## src/rtl/mirfak_bus_arbiter.sv

```systemverilog
`default_nettype none
// ============================================================================
// Module   : mirfak_bus_arbiter
// Purpose  : Two-master / one-slave Wishbone classic arbiter. The instruction
//            fetch port (iport) and the load/store port (dport) share one
//            memory port. A grant is held for a whole transaction. dport has
//            priority, and a burst counter stops iport from being starved.
// Ports    : clk_i, rstn_i                 clock, async active-low reset
//            iport_*_i / dport_*_i         master request side (addr, dat_w,
//                                          sel, we, cyc, stb)
//            iport_*_o / dport_*_o         master response side (dat_r, ack,
//                                          err)
//            bus_*_o                       slave request side
//            bus_dat_r_i, bus_ack_i,
//            bus_err_i                     slave response side
// Revision : 1.0 - initial release
// ============================================================================
module mirfak_bus_arbiter #(
    parameter int MAX_DATA_BURST = 4
) (
    input  logic        clk_i,
    input  logic        rstn_i,

    input  logic [31:0] iport_addr_i,
    input  logic [31:0] iport_dat_w_i,
    input  logic [3:0]  iport_sel_i,
    input  logic        iport_we_i,
    input  logic        iport_cyc_i,
    input  logic        iport_stb_i,
    output logic [31:0] iport_dat_r_o,
    output logic        iport_ack_o,
    output logic        iport_err_o,

    input  logic [31:0] dport_addr_i,
    input  logic [31:0] dport_dat_w_i,
    input  logic [3:0]  dport_sel_i,
    input  logic        dport_we_i,
    input  logic        dport_cyc_i,
    input  logic        dport_stb_i,
    output logic [31:0] dport_dat_r_o,
    output logic        dport_ack_o,
    output logic        dport_err_o,

    output logic [31:0] bus_addr_o,
    output logic [31:0] bus_dat_w_o,
    output logic [3:0]  bus_sel_o,
    output logic        bus_we_o,
    output logic        bus_cyc_o,
    output logic        bus_stb_o,
    input  logic [31:0] bus_dat_r_i,
    input  logic        bus_ack_i,
    input  logic        bus_err_i
);

    localparam int DCNT_W = $clog2(MAX_DATA_BURST + 1);
    localparam logic [DCNT_W-1:0] c_max_burst = DCNT_W'(MAX_DATA_BURST);

    typedef enum logic [1:0] {
        ST_IDLE  = 2'd0,
        ST_GNT_I = 2'd1,
        ST_GNT_D = 2'd2
    } state_t;

    state_t            r_state;
    state_t            w_state_nxt;
    logic [DCNT_W-1:0] r_dcnt;
    logic [DCNT_W-1:0] w_dcnt_nxt;
    logic [DCNT_W-1:0] w_dcnt_inc;
    logic              w_req_i;
    logic              w_req_d;

    assign w_req_i = iport_cyc_i & iport_stb_i;
    assign w_req_d = dport_cyc_i & dport_stb_i;

    // Saturating increment of the consecutive-dport-grant counter.
    assign w_dcnt_inc = (r_dcnt == c_max_burst) ? r_dcnt : r_dcnt + DCNT_W'(1);

    // Read data goes to both masters; each one qualifies it with its own ack.
    assign iport_dat_r_o = bus_dat_r_i;
    assign dport_dat_r_o = bus_dat_r_i;

    always_ff @(posedge clk_i or negedge rstn_i) begin
        if (!rstn_i) begin
            r_state <= ST_IDLE;
            r_dcnt  <= '0;
        end else begin
            r_state <= w_state_nxt;
            r_dcnt  <= w_dcnt_nxt;
        end
    end

    always_comb begin
        w_state_nxt = r_state;
        w_dcnt_nxt  = r_dcnt;
        bus_addr_o  = 32'h0;
        bus_dat_w_o = 32'h0;
        bus_sel_o   = 4'h0;
        bus_we_o    = 1'b0;
        bus_cyc_o   = 1'b0;
        bus_stb_o   = 1'b0;
        iport_ack_o = 1'b0;
        iport_err_o = 1'b0;
        dport_ack_o = 1'b0;
        dport_err_o = 1'b0;

        case (r_state)
            ST_IDLE: begin
                // dport wins unless iport is waiting and dport already used
                // its full burst allowance.
                if (w_req_d && (!w_req_i || (r_dcnt < c_max_burst))) begin
                    w_state_nxt = ST_GNT_D;
                    w_dcnt_nxt  = w_req_i ? w_dcnt_inc : '0;
                end else if (w_req_i) begin
                    w_state_nxt = ST_GNT_I;
                    w_dcnt_nxt  = '0;
                end
            end

            ST_GNT_I: begin
                bus_addr_o  = iport_addr_i;
                bus_dat_w_o = iport_dat_w_i;
                bus_sel_o   = iport_sel_i;
                bus_we_o    = iport_we_i;
                bus_cyc_o   = iport_cyc_i;
                bus_stb_o   = iport_stb_i & iport_cyc_i;
                // A master that dropped cyc has abandoned the cycle; a late
                // slave response must not reach it.
                iport_ack_o = bus_ack_i & iport_cyc_i;
                iport_err_o = bus_err_i & iport_cyc_i;
                if (!iport_cyc_i || bus_ack_i || bus_err_i) begin
                    w_state_nxt = ST_IDLE;
                end
            end

            ST_GNT_D: begin
                bus_addr_o  = dport_addr_i;
                bus_dat_w_o = dport_dat_w_i;
                bus_sel_o   = dport_sel_i;
                bus_we_o    = dport_we_i;
                bus_cyc_o   = dport_cyc_i;
                bus_stb_o   = dport_stb_i & dport_cyc_i;
                dport_ack_o = bus_ack_i & dport_cyc_i;
                dport_err_o = bus_err_i & dport_cyc_i;
                if (!dport_cyc_i || bus_ack_i || bus_err_i) begin
                    w_state_nxt = ST_IDLE;
                end
            end

            default: begin
                w_state_nxt = ST_IDLE;
            end
        endcase
    end

endmodule
`default_nettype wire

```

## config.mk

```make
export PLATFORM = sky130hd
export DESIGN_NAME = mirfak_bus_arbiter
export DESIGN_NICKNAME = d
export VERILOG_FILES = /design/src/rtl/mirfak_bus_arbiter.sv
export SDC_FILE = /design/constraint.sdc
export NUM_CORES = 1
export LEC_CHECK = 0
export ABC_CLOCK_PERIOD_IN_PS = 1400
export CAP_MARGIN = 20
export CORE_AREA = 4 4 119 121
export DETAILED_ROUTE_END_ITERATION = 7
export DIE_AREA = 0 0 123 125
export GPL_ROUTABILITY_DRIVEN = 0
export PLACE_DENSITY = 0.57
export REMOVE_ABC_BUFFERS = 1
export SYNTH_ARGS = -nofsm -noshare
export SYNTH_HDL_FRONTEND = slang
export SYNTH_SLANG_ARGS = --single-unit
```

## constraint.sdc

```tcl
create_clock -name clk_i -period 1.4 [get_ports clk_i]
set_input_delay 0.28 -clock clk_i [delete_from_list [all_inputs] [get_ports clk_i]]
set_output_delay 0.28 -clock clk_i [all_outputs]
set_load 0.02 [all_outputs]
```

==> results of run 1 <==
==> cell families after synthesis <==
family	count (synthesis)	synth area share (%)
AND/OR/NAND/NOR	84	27.1
buffers and inverters	92	31.7
multiplexers	1	0.584
flip-flops	5	6.49
AO/OA/AOI/OAI	78	31.0
adder cells (fa/ha/maj)	5	3.24
==> final cells by class <==
type / instances / area, µm² / share of cell area [%]
tap: 176 / 220 / 4.57
clock buffer: 4 / 78.8 / 1.64
timing repair buffer: 252 / 2620 / 54.4
inverter: 5 / 18.8 / 0.390
sequential: 5 / 125 / 2.60
multi-input combinational: 168 / 1750 / 36.4
==> cell usage in the layout, fill, tap and decap left out, drive strengths merged <==
cell type,synthesis,routed
a211o,1,1
a22o,2,2
a22oi,70,70
a32oi,1,1
and2,2,2
and3,4,4
buf,80,104
clkbuf,7,7
clkdlybuf4s50,0,144
dfrtp,5,5
dlymetal6s2s,0,1
ha,5,5
inv,5,5
mux2,1,1
nand2,1,1
nand3,2,2
nor2,1,1
nor2b,71,71
nor3,2,2
o21ai,1,1
o2bb2ai,1,1
o311ai,1,1
o32ai,1,1
or4,1,1
==> worst max-delay path: cells and delay by family (launching register included) <==
family,cells,cell delay (ps)
buffers and inverters,3,490
adders and majority gates,1,210
DFF,1,390
and+or+nand+nor,1,80
AOI/OAI and AO/OA,1,190
==> registers in the layout, indices dropped and copies added, names as in the netlist <==
signal   count
r_dcnt       3
r_state      2
==> routing by layer <==
metal / routed length (µm) / GRT usage [%] / share of wire, % / vias to the layer above
met4: 215 / 2.54 / 1.4 / 10
li1: - / - / - / 1219
met5: 125 / 4.28 / 0.82 / -
met2: 6630 / 26.6 / 43 / 230
met3: 2750 / 14.5 / 18 / 23
met1: 5540 / 19.3 / 36 / 1266
==> worst max path at each step <==
stage                           end  slack (ps)       start
global placement    bus_dat_w_o[26]        -720  r_state[1]
detailed placement  bus_dat_w_o[26]        -770  r_state[1]
floorplan                 bus_cyc_o       -1280  r_state[0]
global route        bus_dat_w_o[30]        -530  r_state[1]
CTS                 bus_dat_w_o[26]        -520  r_state[0]
finish               bus_addr_o[17]        -480  r_state[0]
==> power groups by stage <==
stage | combinational, mW | sequential (mW) | clock, mW
after global placement | 5.91 | 0.215 | 0
after floorplan | 3.27 | 0.213 | 0
after CTS | 7.48 | 0.221 | 0.475
final | 9.15 | 0.221 | 0.465
after global routing | 9.63 | 0.225 | 0.493
after detailed placement | 5.97 | 0.220 | 0
==> timing repair <==
action                                  4_1_cts  5_1_grt
pin swaps                                     8       19
buffers inserted                              5        3
endpoints found under the setup margin       77       79
resized for setup                           403      113
cloned                                        6        4
==> per-stage QoR <==
stage	TNS (ps)	cells	instance area [µm²]	power [mW]	setup WS, ps
floorplan	-96630	178	1340	3.48	-1280
global placement	-50930	591	3960	6.13	-721
detailed placement	-54100	591	3960	6.19	-771
CTS	-35800	606	4290	8.17	-522
global route	-37400	610	4810	10.4	-533
finish	-32520	610	4810	9.84	-485
==> results.cfg, run 1 <==
[clock_tree]
clockRootBuffer = clkbuf_16
cts_hold_buf = 0
cts-buffers-inserted = 3
clkTransAtPathRegs_ps = 30
cts_tree = built
clockBufferDepth = 2
htree_levels = 1
clkSinkCount = 5
clk_latency_ps = 230

[global_routing]
grt.total_usage_pct = 17.6
grt_pass1_vias = 2775
grt_max_degree = 24
grt_remaining_overflow = 0
grt_pass1_wl_mm = 19.6
antenna_found_initial = 4

[synthesis]
synth_seq_cells = 5
syn_inst = 265
ys_warn_count = 0
avgSynthCellArea_um2 = 7.28
yosys.area.top_type = a22oi_1
ys_seq_area_share_pct = 6.49
yosysMostFrequentCell = nor2b_1
synth_top_area_share_pct = 26.9
syn_area_mm2 = 0.00193
ys.flop_type = dfrtp_1
synth_commonest_cells = nor2b_1, a22oi_1, buf_4
synth_edf_count = 0
synthTopCellsByArea = a22oi_1, buf_4, nor2b_1, dfrtp_1, buf_2
async_reset_ff_share_pct = 100
synth_cell_types = 25

[setup_path]
cp_slowest_cell = dfrtp_1
cp_cell_sequence = buf_4 -> ha_4 -> buf_12 -> a22oi_1 -> nor2b_1 -> buf_4
required_ps = 1120
crit_fanout = 22
worstSetupEndpointType = output port
reg2reg_depth = 7
crit_type = reg -> out
arrival_ps = 1600
cp-start-kind = flop
r2r-start = r_state[0]
cp_common_cell = buf_4
crit_path_max_incr_delay_ps = 390
r2r_setup_slack_ps = -410
r2r_end = r_state[0]

[power_and_ir_drop]
power_switching_mw = 4.26
power.internal_mw = 5.58
power.density_mw_per_mm2 = 2040
p_clk_share_pct = 4.7
p_seq_share_pct = 2.2
cellLeakagePower_nw = 1.79
comb_power_share_pct = 93.0
peakVddDrop_mv = 0.747
switching_share_pct = 43.3

[sta]
skew_ps = 2.36
finalSetupViolations = 77
worst_pin_slew_ps = 271
finalCritPeriodShare_pct = 135
fin_ws_ps = -485
finalMaxSlewViolations = 0
slew_headroom_pct = 81.9
rsz0062_at_grt = yes
hold_ws_ps = 289
post-route-min-period_ps = 1880
clock.fmax_mhz = 531
hold_viol_final = 0

[finish]
antennaDiodeCount = 0
final_nets = 618
nFillCells = 1321
postLayoutCoreUtil_pct = 36.8
drive_above_1_share_pct = 46.8
syn_to_final_growth_pct = 150

[floorplan]
rows = 42
coreArea_mm2 = 0.0131
ioPinCount = 317
die_y_um = 125
die_x_um = 123
initial_utilization_pct = 14.7
dieArea_mm2 = 0.0154

[place]
portBuffers = 220
dpl.hpwl_mm = 11.4

[run_status]
violations = setup timing
status = finished with violations

[detailed_routing]
vias = 2748
avgRoutedWirePerCell_um = 25.0
drc_errors = 0
drtAntennaViolNets = 0
drtPass1Iterations = 4
drt_iter0_drc = 81
routed_wl_mm = 15.3
viasPerCell = 4.50

[run]
drv_cap = 0

[hold_path]
hp-class = in -> async
Note: power is estimated with default switching activity, not from simulation.
==> inputs of run 2 (changes only) <==
- CELL_PAD_IN_SITES_DETAIL_PLACEMENT: default -> 1
- CELL_PAD_IN_SITES_GLOBAL_PLACEMENT: default -> 1
- CORE_AREA: 4 4 119 121 -> default
- CORE_ASPECT_RATIO: default -> 0.6
- CORE_MARGIN: default -> 4
- CORE_UTILIZATION: default -> 11
- DIE_AREA: 0 0 123 125 -> default
- PLACE_DENSITY: 0.57 -> 0.73
==> run 2 against run 1 <==
Critical endpoint is now bus_dat_w_o[14]. Maximum frequency shrank 3.9%. Largest power group unchanged. Die area grew 29%. Utilization shrank 9.1 points. Clock-buffer cell count is the same. Worst hold slack gained 21 ps. Clock power grew 3%. Clock skew grew 1.6 ps. Register-to-register slack lost 70 ps. Total power shrank 7.5%. Non-clock buffer count grew 8. Combinational power shrank 8.2%. The run still ends with setup timing left. Wire length grew 0.92%.
==> results.cfg, run 2 (same netlist as run 1, synthesis figures left out) <==
[run_status]
status = finished with violations
violations = setup timing

[setup_path]
worstSetupEndpointType = output port
crit_path_max_incr_delay_ps = 400
crit_path_start = r_state[1]
crit_type = reg -> out
arrival_ps = 1680
crit_fanout = 6
cp_slowest_cell = dfrtp_1
cp_cell_sequence = buf_6 -> ha_4 -> buf_12 -> buf_12 -> buf_6 -> a22oi_2 -> nor2b_1 -> buf_4
cp-start-kind = flop
r2r-start = r_state[0]
required_ps = 1120

[sta]
finalSetupTns_ps = -37660
fin_ws_ps = -561
clock.fmax_mhz = 510
hold_viol_final = 0
rsz0062_at_grt = yes
finalCritPeriodShare_pct = 140
skew_ps = 3.94
slew_headroom_pct = 79.1
finalSetupViolations = 77
finalMaxSlewViolations = 0
post-route-min-period_ps = 1960
worst_pin_slew_ps = 313

[global_routing]
antenna_found_initial = 0
grt.total_usage_pct = 13.3
grt_remaining_overflow = 0
grt_pass1_wl_mm = 19.9
grt_pass1_vias = 3016
grt_max_degree = 22

[floorplan]
die_y_um = 111
rows = 37
ioPinCount = 317
initial_utilization_pct = 11.2
coreArea_mm2 = 0.0172
dieArea_mm2 = 0.0198
die_x_um = 179

[clock_tree]
htree_levels = 1
cts_hold_buf = 0
clockRootBuffer = clkbuf_16
clockBufferDepth = 2
clk_latency_ps = 230
cts_tree = built
cts-buffers-inserted = 3
clkSinkCount = 5
clkTransAtPathRegs_ps = 40

[finish]
final_common_cell = clkdlybuf4s50_1
antennaDiodeCount = 0
layout_common_cells = clkdlybuf4s50_1, buf_4, nor2b_1
largest_register_ffs = 3
final_nets = 626
stdcell_count = 676
regMostFlops = r_dcnt
biggestRegsByFlops = r_dcnt: 3 flops, r_state: 2 flops
final_area_mm2 = 0.00476
postLayoutCoreUtil_pct = 27.7
syn_to_final_growth_pct = 147
drive_above_1_share_pct = 43.9

[detailed_routing]
avgRoutedWirePerCell_um = 22.8
viasPerCell = 4.19
routed_wl_mm = 15.4
vias = 2831
drc_errors = 0
drt_iter0_drc = 91
drtAntennaViolNets = 0
drtPass1Iterations = 4

[place]
post_dp_cell_area_mm2 = 0.00405
portBuffers = 220
dpl.hpwl_mm = 10.9
place_inst = 652

[run]
drv_cap = 0

[power_and_ir_drop]
power.density_mw_per_mm2 = 1910
cellLeakagePower_nw = 1.74
finalPower_mw = 9.10
peakVddDrop_mv = 0.627

[hold_path]
hp-class = in -> async
run 2: cell types whose count changed in the layout (fill, tap and decap cells not counted), moves of 2 or more:
cell	previous run	this run
nor2b_2	1	3
nor2b_1	42	68
buf_6	32	9
clkbuf_16	6	9
a22oi_2	50	60
nor2b_4	28	0
buf_4	50	76
buf_16	4	2
a22oi_1	20	10
buf_12	9	12
run 2: metal layers:
metal,track usage [%],wire length (µm),up-vias
met1,15.5,6200,1360
li1,-,-,1236
met5,4.95,76,-
met3,10.4,2590,13
met4,1.28,119,4
met2,19.3,6420,218
run 2: area by class of cell:
class / count / area (µm²)
timing repair buffer: 260 / 2680
clock buffer: 4 / 78.8
tap: 234 / 293
inverter: 5 / 18.8
multi-input combinational: 168 / 1570
sequential: 5 / 125
fill: 1934 / 12400
run 2: where the power goes:
part	switching, mW	internal [mW]
combinational	3.97	4.43
sequential	0.0368	0.187
clock	0.0998	0.378
total	4.11	4.99
run 2: path summary, 6_finish.rpt:
kind                              endpoint  slack, ps  cells after the start
setup / recovery           bus_dat_w_o[14]       -560                      8
hold / removal                  r_state[1]        310                      1
setup reg to reg                r_state[0]       -480                      8
hold reg to reg                  r_dcnt[1]        530                      1
max in group asynchronous        r_dcnt[2]        850                      1
min in group clk_i               r_dcnt[1]        530                      1
run 2: worst max-delay path, delay by kind of cell, from the launching register on:
| family | cells | cell delay, ps |
|---|---|---|
| simple gates | 1 | 60 |
| buf+inv | 5 | 670 |
| fa+ha+maj | 1 | 170 |
| flops | 1 | 400 |
| compound gates | 1 | 130 |
run 2: stage by stage:
stage	hold slack (ps)	setup slack [ps]
finish	310	-561
global route	330	-627
CTS	309	-589
detailed placement	519	-762
global placement	518	-714
floorplan	-15.6	-1280
run 2: repair_timing:
action / in CTS / in global routing
gates resized for setup: 377 / 85
setup buffers: 2 / 8
endpoints found under the setup margin: 78 / 80
pin swaps: 4 / 11
gates cloned: 5 / 8
